## src/rtl/ext_wb_arbiter.sv

```systemverilog
// Two-master round-robin arbiter for the external classic Wishbone slave bus.
// Master 0 is the CPU ext port, master 1 the loader/DMA engine. The grant is
// held for one whole transaction and the bus returns to IDLE (s_stb low) for
// at least one cycle between transactions. A watchdog ends transactions that
// are never acknowledged and reports an error to the owning master.
module ext_wb_arbiter #(
    parameter int AW      = 32,
    parameter int DW      = 32,
    parameter int TIMEOUT = 255  // max BUSY cycles before error; 0 disables
) (
    input  logic          clk,
    input  logic          rst,
    input  logic [AW-1:0] m0_adr,
    input  logic [DW-1:0] m0_dat_w,
    input  logic          m0_we,
    input  logic          m0_stb,
    output logic [DW-1:0] m0_dat_r,
    output logic          m0_ack,
    output logic          m0_err,
    input  logic [AW-1:0] m1_adr,
    input  logic [DW-1:0] m1_dat_w,
    input  logic          m1_we,
    input  logic          m1_stb,
    output logic [DW-1:0] m1_dat_r,
    output logic          m1_ack,
    output logic          m1_err,
    output logic [AW-1:0] s_adr,
    output logic [DW-1:0] s_dat_w,
    output logic          s_we,
    output logic          s_stb,
    input  logic [DW-1:0] s_dat_r,
    input  logic          s_ack,
    output logic          o_owner,
    output logic          o_busy
);

    // Counter wide enough to hold TIMEOUT; it saturates at all-ones.
    localparam int             WDW       = (TIMEOUT > 1) ? $clog2(TIMEOUT + 1) : 1;
    localparam bit             WDOG_EN   = (TIMEOUT > 0);
    localparam logic [WDW-1:0] WDOG_LAST = WDW'((TIMEOUT > 0) ? TIMEOUT - 1 : 0);
    localparam logic [WDW-1:0] WDOG_MAX  = {WDW{1'b1}};

    typedef enum logic {IDLE, BUSY} state_t;

    state_t          state_q, state_d;
    logic            owner_q, owner_d;
    logic            prio_q, prio_d;
    logic [WDW-1:0]  wdog_q, wdog_d;
    logic [AW-1:0]   adr_q, adr_d;
    logic [DW-1:0]   dat_q, dat_d;
    logic            we_q, we_d;

    logic            busy;
    logic            own_stb;
    logic            tmo;
    logic            grant;

    // Bus-side view of the current transaction; reset drops s_stb at once
    // because state_q clears asynchronously.
    always_comb begin
        busy     = (state_q == BUSY);
        own_stb  = owner_q ? m1_stb : m0_stb;
        tmo      = busy && WDOG_EN && (wdog_q == WDOG_LAST) && own_stb && !s_ack;
        s_stb    = busy && own_stb;
        s_adr    = adr_q;
        s_dat_w  = dat_q;
        s_we     = we_q;
        m0_ack   = busy && s_ack && !owner_q;
        m1_ack   = busy && s_ack && owner_q;
        m0_err   = tmo && !owner_q;
        m1_err   = tmo && owner_q;
        m0_dat_r = (busy && !owner_q) ? s_dat_r : '0;
        m1_dat_r = (busy && owner_q) ? s_dat_r : '0;
        o_owner  = owner_q;
        o_busy   = busy;
    end

    // Next-state: arbitrate in IDLE, then finish on ack, abort or timeout.
    always_comb begin
        state_d = state_q;
        owner_d = owner_q;
        prio_d  = prio_q;
        wdog_d  = wdog_q;
        adr_d   = adr_q;
        dat_d   = dat_q;
        we_d    = we_q;
        grant   = (m0_stb && m1_stb) ? prio_q : m1_stb;
        case (state_q)
            IDLE: begin
                if (m0_stb || m1_stb) begin
                    state_d = BUSY;
                    owner_d = grant;
                    wdog_d  = '0;
                    adr_d   = grant ? m1_adr   : m0_adr;
                    dat_d   = grant ? m1_dat_w : m0_dat_w;
                    we_d    = grant ? m1_we    : m0_we;
                end
            end
            BUSY: begin
                if (wdog_q != WDOG_MAX) begin
                    wdog_d = wdog_q + 1'b1;
                end
                if (s_ack) begin
                    state_d = IDLE;
                    prio_d  = !owner_q;
                end else if (!own_stb) begin
                    // Owner withdrew: no ack/err, fairness unchanged.
                    state_d = IDLE;
                end else if (tmo) begin
                    state_d = IDLE;
                    prio_d  = !owner_q;
                end
            end
            default: state_d = IDLE;
        endcase
    end

    // State and captured request registers.
    always_ff @(posedge clk or posedge rst) begin
        if (rst) begin
            state_q <= IDLE;
            owner_q <= 1'b0;
            prio_q  <= 1'b0;
            wdog_q  <= '0;
            adr_q   <= '0;
            dat_q   <= '0;
            we_q    <= 1'b0;
        end else begin
            state_q <= state_d;
            owner_q <= owner_d;
            prio_q  <= prio_d;
            wdog_q  <= wdog_d;
            adr_q   <= adr_d;
            dat_q   <= dat_d;
            we_q    <= we_d;
        end
    end

endmodule

```

## config.mk

```make
export PLATFORM = sky130hd
export DESIGN_NAME = ext_wb_arbiter
export DESIGN_NICKNAME = d
export VERILOG_FILES = /design/src/rtl/ext_wb_arbiter.sv
export SDC_FILE = /design/constraint.sdc
export NUM_CORES = 1
export LEC_CHECK = 0
export CAP_MARGIN = 20
export CORE_ASPECT_RATIO = 0.8
export CORE_MARGIN = 8
export CORE_UTILIZATION = 41
export CTS_BUF_LIST = sky130_fd_sc_hd__clkbuf_8
export DETAILED_ROUTE_END_ITERATION = 12
export GPL_TIMING_DRIVEN = 0
export PLACE_DENSITY_LB_ADDON = 0.2
export SLEW_MARGIN = 20
export SYNTH_ARGS = -nofsm -noshare
export SYNTH_HDL_FRONTEND = slang
export SYNTH_SLANG_ARGS = --single-unit
```

## constraint.sdc

```tcl
create_clock -name clk -period 7.8 [get_ports clk]
set_clock_uncertainty 0.15 [all_clocks]
set_input_delay 1.56 -clock clk [delete_from_list [all_inputs] [get_ports clk]]
set_output_delay 1.56 -clock clk [all_outputs]
set_load 0.05 [all_outputs]
```

==> impl_results.md, run 1 <==
* Setup CP Type: in -> out
* Comb pwr share at a little under 70%
* CP startpoint: m0_stb
* Peak Freq at approximately 190 MHz
* WL final at roughly 21 mm
* GRT overflow at 0
* Area Growth Syn to Fin at 71.1%
* Sequential share of the synthesized area at a little under 40%
* Power Total at 3.28 mW
* Antenna violations before repair at 0
* Reg-to-reg critical path endpoint: s_dat_w[22]
* Antenna Cells at 0
* PostCTS Resize Cnt at 0
* Crit Path Max Fanout at 6
* Setup violations, final at 0
* Worst Hold Class: reg -> reg
* Max-cap violations at 0
* DR vias/cell at around 5.5
* Fin crit share at between 60% and 70%
* First-pass GRT wire length at about 31 mm
* Dpl hpwl at between 15 and 20 mm
* Drt first pass iters at 4
* Post-Syn Area at slightly below 5000 um^2
* Clock share of power at a little under a tenth
* Antenna-violating nets left at 0
* Post-synth net total at between 600 and 700
* Setup tns final at 0 ps
* Die area at ~16000 um^2
* Vias in the first global route at between 5000 and 6000
* Worst path required time at ~6100 ps
* Mean Syn Cell Area at ~9.2 um^2
* Port bufs at roughly 300
* CP Capture Type: output port
* Area of the core at approximately 12000 um^2
* Top cell by count, worst path: clkdlybuf4s50_1
* R2R depth at 5
* Via count at around 5500
* GRT Overall Usage at approximately 26%
* Die width at around 140 um
* RSZ-0062 raised after global routing: false
* Root Driver: clkbuf_8
* Reg power frac at roughly a fifth
* Clock H-tree levels at 3
* CTS tree: yes
* Status: finished clean
* RR Startpoint: o_busy
* # clock sinks at 76
* Internal Power at ~1.5 mW
* Worst path slowest cell: clkdlybuf4s50_1
* Routability cong. at between 0.8 and 0.9
* Detailed Route Iter0 Violations at 330
* Slew Viols, Final at 0
* Wire per inst at between 20 and 25 um
* PD cells at approximately 400 nW/um^2
* Setup crit end: m0_err
* Startpoint Class: input pin
* Clock buffer count from CTS at 9
* Pin count of the biggest net entering global routing at 55
* Yosys cell types at 37
* Die H at approximately 110 um
* Clk pin slew, worst setup/hold paths at around 80 ps
* Fin crit period at around 5400 ps
* CP peak stage delay at about 870 ps
* Worst slew pin tran at ~600 ps
* Switching share of power at 53.8%
* WP data arrival at 3690 ps
* Lkg Pwr at ~3.3 nW
* Critical-path cell list: clkdlybuf4s50_1 > mux2i_1 > or3_1 > nor3_1 > clkdlybuf4s50_1
* Initial core utilization at a little over two fifths
* R2r setup slk at a little over 6000 ps
* Gate Count Post-Synth at ~530
* Residual DRC at 0
* Hold Buf Count CTS at 0
* Later-pin clock latency in the skew report at 350 ps
* Clock buffer depth at 2
* Setup Fix Bufs, Post-CTS at 0
* Fraction of layout instances using a drive strength above 1 at 13.4%
* Yosys reg bits at 76
* Num ports at about 300
* NetSw at ~1.8 mW
* Row cnt at 35
* Hold Fails Final Rpt at 0
* Slew margin rel. at 58.9%
* # nets final at approximately 1000
* Peak supply drop at approximately 0.19 mV
* YS warnings at 0
-- power by group through the flow --
stage / registers (mW) / logic, mW / clock network, mW
3_3_place_gp: 0.693 / 2.24 / 0
6_report: 0.698 / 2.27 / 0.312
2_1_floorplan: 1.31 / 0.848 / 0
3_5_place_dp: 0.705 / 2.27 / 0
4_1_cts: 0.698 / 2.28 / 0.318
5_1_grt: 0.724 / 2.38 / 0.330
-- logic make-up after synthesis --
family	Yosys count	share of synthesized area [%]
AOI/OAI and AO/OA	149	24.2
adders and majority gates	2	0.518
buffers and inverters	68	7.59
DFF	76	39.4
muxes	4	0.829
and+or+nand+nor	226	27.4
-- worst max-delay path: cells and delay by family --
family                 cells  cell delay [ps]
multiplexers               1              110
AND/OR/NAND/NOR            2              580
buffers and inverters      2             1440
-- final cells by class --
type,count,area [um^2]
Fill cell,880,3260
Timing Repair Buffer,302,3040
Multi-Input combinational cell,381,2560
Sequential cell,76,1900
Buffer,61,340
Tap cell,148,185
Clock buffer,10,138
Clock inverter,6,65.1
Inverter,7,28.8
-- cells in the mapped netlist --
master     instances  area, um^2
a211oi_1           3        22.5
a21oi_1            4        20.0
a31o_2             1        8.76
a31oi_1           17         106
a31oi_2           50         626
and2_1             1        6.26
and2b_1            1        7.51
and3_1            70         438
and3b_1            1        8.76
and4_1             1        8.76
buf_1              2        7.51
buf_2             26         130
buf_4              3        22.5
buf_6              8        90.1
clkbuf_1          16        60.1
clkbuf_2           6        30.0
dfrtp_1           76        1900
ha_1               2        25.0
inv_1              6        22.5
inv_2              1        3.75
mux2i_1            4        40.0
nand2_1            5        18.8
nand2b_1           1        6.26
nand3_1            2        10.0
nand3b_1          65         488
nand4_1            4        25.0
nor2_1            66         248
nor2b_4            1        13.8
nor3_1             5        25.0
nor3b_1            2        15.0
o2111ai_1          1        8.76
o21ai_0           56         280
o21ai_1           14        70.1
o21ba_1            1        10.0
o21bai_1           1        7.51
o32ai_1            1        8.76
or3_1              1        6.26
-- routing by layer --
layer	track usage (%)	vias up	routed length (um)
li1	-	2543	-
met1	29.4	2613	7910
met2	43.4	260	10100
met3	7.75	46	1820
met4	10.5	0	704
met5	0	-	0
-- sequential cells by signal, indices dropped and copies added (netlist names) --
| register | cells |
|---|---|
| o_busy | 1 |
| o_owner | 1 |
| s_adr | 32 |
| s_dat_w | 32 |
| s_we | 1 |
| prio_q | 1 |
| wdog_q | 8 |
-- stage by stage --
step,utilization (%),hold WS (ps),worst slack [ps],area [um^2],instances
6_report,71.7,393,2400,8260,991
5_1_grt,71.7,422,2290,8260,991
4_1_cts,71.7,390,2410,8260,991
3_5_place_dp,69.9,372,2440,8060,975
3_3_place_gp,69.7,363,2480,8030,974
2_1_floorplan,-,326,2920,4830,525
-- cell usage in the layout (no fill, tap or decap), drive strengths merged, types with 8 or more instances in the layout --
cell type | Yosys | layout
inv | 7 | 8
a31oi | 67 | 67
o21ai | 70 | 70
dfrtp | 76 | 76
nor2 | 66 | 66
buf | 39 | 40
nand3b | 65 | 65
clkdlybuf4s50 | 0 | 301
and3 | 70 | 70
clkbuf | 22 | 32
-- worst min-delay path by stage --
stage / from / to / cells after the start / slack (ps)
2_1_floorplan: wdog_q[5] / wdog_q[5] / 1 / 330
3_5_place_dp: wdog_q[5] / wdog_q[5] / 1 / 370
4_1_cts: wdog_q[5] / wdog_q[5] / 1 / 390
6_report: wdog_q[5] / wdog_q[5] / 1 / 390
3_3_place_gp: wdog_q[3] / wdog_q[3] / 1 / 360
5_1_grt: wdog_q[5] / wdog_q[5] / 1 / 420
Power figures use the tool's default switching activity.
==> run 2, diff against run 1 <==
- CORE_UTILIZATION: 41 -> 38
- clock period: 7.8 -> 5.57 ns (I/O delays scaled with it)
==> impl_results.md, run 2 (synthesis results as in run 1) <==
* Placed Cells at 1002 (+2.8%)
* Later-pin clock latency in the skew report at 340 ps (about the same)
* GRT Overall Usage at 23.8% (-1.9 points)
* Dpl hpwl at 16.0 mm (-2.3%)
* Critical-path cell list: clkdlybuf4s50_1 > mux2i_1 > or3_1 > nor3_1 > clkdlybuf4s50_1
* Vias in the first global route at 5477 (-5.2%)
* RSZ-0062 raised after global routing: false
* Root Driver: clkbuf_8
* CP Capture Type: output port
* Wire per inst at 20.1 um (-3.4%)
* Worst path required time at 4310 ps (-1780 ps)
* Num ports at 303 (unchanged)
* Commonest cells after routing, fill and taps aside: clkdlybuf4s50_1, dfrtp_1, and3_1
* Area of the core at 12600 um^2 (+9.7%)
* Drt first pass iters at 4 (unchanged)
* R2r setup slk at 3910 ps (-2210 ps)
* Fill count at 1050 (+19%)
* Antenna violations before repair at 0 (unchanged)
* Hold Buf Count CTS at 0 (unchanged)
* Worst slew pin tran at 608 ps (-7.13 ps)
* Antenna-violating nets left at 0 (unchanged)
* Peak Freq at ~220 MHz
* Clock buffer depth at 2 (unchanged)
* Die area at 16600 um^2 (+6.9%)
* Worst Hold Class: reg -> reg
* Non-Filler Instances at 1018 (+2.7%)
* GRT overflow at 0 (unchanged)
* PostCTS Resize Cnt at 0 (unchanged)
* Peak supply drop at 0.359 mV (+90%)
* Clk pin slew, worst setup/hold paths at 70 ps (about the same)
* Top cell by count, worst path: clkdlybuf4s50_1
* WL final at 20.4 mm (-0.73%)
* Status: finished clean
* Die H at 117 um (+3.3%)
* WP data arrival at 3220 ps (-470 ps)
* Row cnt at 37 (+5.7%)
* Hold Fails Final Rpt at 0 (unchanged)
* # clock sinks at 76 (unchanged)
* Pin count of the biggest net entering global routing at 50 (-9.1%)
* DR vias/cell at 5.31 (-3.6%)
* Lkg Pwr at 3.31 nW (+0.18%)
* Core Util, Final at 65.7% (-6.0 points)
* Routability cong. at 0.843 (-1.8%)
* Clock H-tree levels at 3 (unchanged)
* Port bufs at 301 (unchanged)
* Setup violations, final at 0 (unchanged)
* CP peak stage delay at 850 ps (-20 ps)
* Crit Path Max Fanout at 6 (unchanged)
* Area Growth Syn to Fin at 71.9%
* Residual DRC at 0 (unchanged)
* Startpoint Class: input pin
* Fraction of layout instances using a drive strength above 1 at 13.5% (+0.12 points)
* PD cells at 554 nW/um^2 (+40%)
* Initial core utilization at 38.2% (-3.7 points)
* CTS tree: yes
* Die width at 142 um (+3.4%)
* Slew Viols, Final at 0 (unchanged)
* Commonest non-fill, non-tap cell in the layout: clkdlybuf4s50_1
* Antenna Cells at 0 (unchanged)
* Max-cap violations at 0 (unchanged)
* Hold WS at 396 ps (+2.08 ps)
* Setup CP Type: in -> out
* Slew margin rel. at 59.3% (+0.48 points)
* Worst path slowest cell: clkdlybuf4s50_1
* Fin crit period at 4480 ps
* Via count at 5407 (-1.0%)
* Setup tns final at 0 ps (unchanged)
* # nets final at 1007 (unchanged)
* Setup Fix Bufs, Post-CTS at 0 (unchanged)
* Detailed Route Iter0 Violations at 409 (+24%)
* Clock buffer count from CTS at 9 (unchanged)
* Fin crit share at approximately 80%
* First-pass GRT wire length at 31.1 mm (-0.77%)
==> run 2: area by class of cell <==
| type | count | area (um^2) | share of cell area, % |
|---|---|---|---|
| Buffer | 61 | 340 | 4.10 |
| Multi-Input combinational cell | 381 | 2560 | 30.8 |
| Timing Repair Buffer | 302 | 3040 | 36.6 |
| Clock inverter | 5 | 58.8 | 0.709 |
| Sequential cell | 76 | 1900 | 22.9 |
| Clock buffer | 11 | 151 | 1.82 |
| Tap cell | 175 | 219 | 2.64 |
| Inverter | 7 | 28.8 | 0.347 |
==> run 2: per-stage QoR <==
stage	power [mW]	setup WS [ps]	area [um^2]
finish	4.60	1090	8300
global route	4.80	977	8300
CTS	4.62	1090	8300
detailed placement	4.16	1110	8090
global placement	4.11	953	8060
floorplan	3.03	1580	4830
==> run 2: per-layer routing <==
layer / up-vias / track usage (%) / wire length (um)
met4: 0 / 6.50 / 374
li1: 2539 / - / -
met3: 26 / 6.89 / 1570
met5: - / 0 / 0
met2: 218 / 40.8 / 10000
met1: 2624 / 28.7 / 8430
==> run 2: worst paths after layout <==
| path | endpoint | start | cells after the start |
|---|---|---|---|
| min in group asynchronous | s_adr[3] | rst | 2 |
| max reg2reg | s_adr[14] | o_busy | 5 |
| max | m1_err | m0_stb | 5 |
| max in group asynchronous | wdog_q[0] | rst | 3 |
| min reg2reg | wdog_q[3] | wdog_q[3] | 1 |
| min | wdog_q[3] | wdog_q[3] | 1 |
==> run 2: power by group <==
| part | internal [mW] | total (mW) | switching [mW] |
|---|---|---|---|
| Sequential | 0.810 | 0.971 | 0.161 |
| Clock | 0.233 | 0.451 | 0.218 |
| Combinational | 1.09 | 3.18 | 2.08 |
==> run 2: critical path: cells and delay by family <==
kind,cells,cell delay [ps]
buffers and inverters,2,1420
and+or+nand+nor,2,570
muxes,1,110
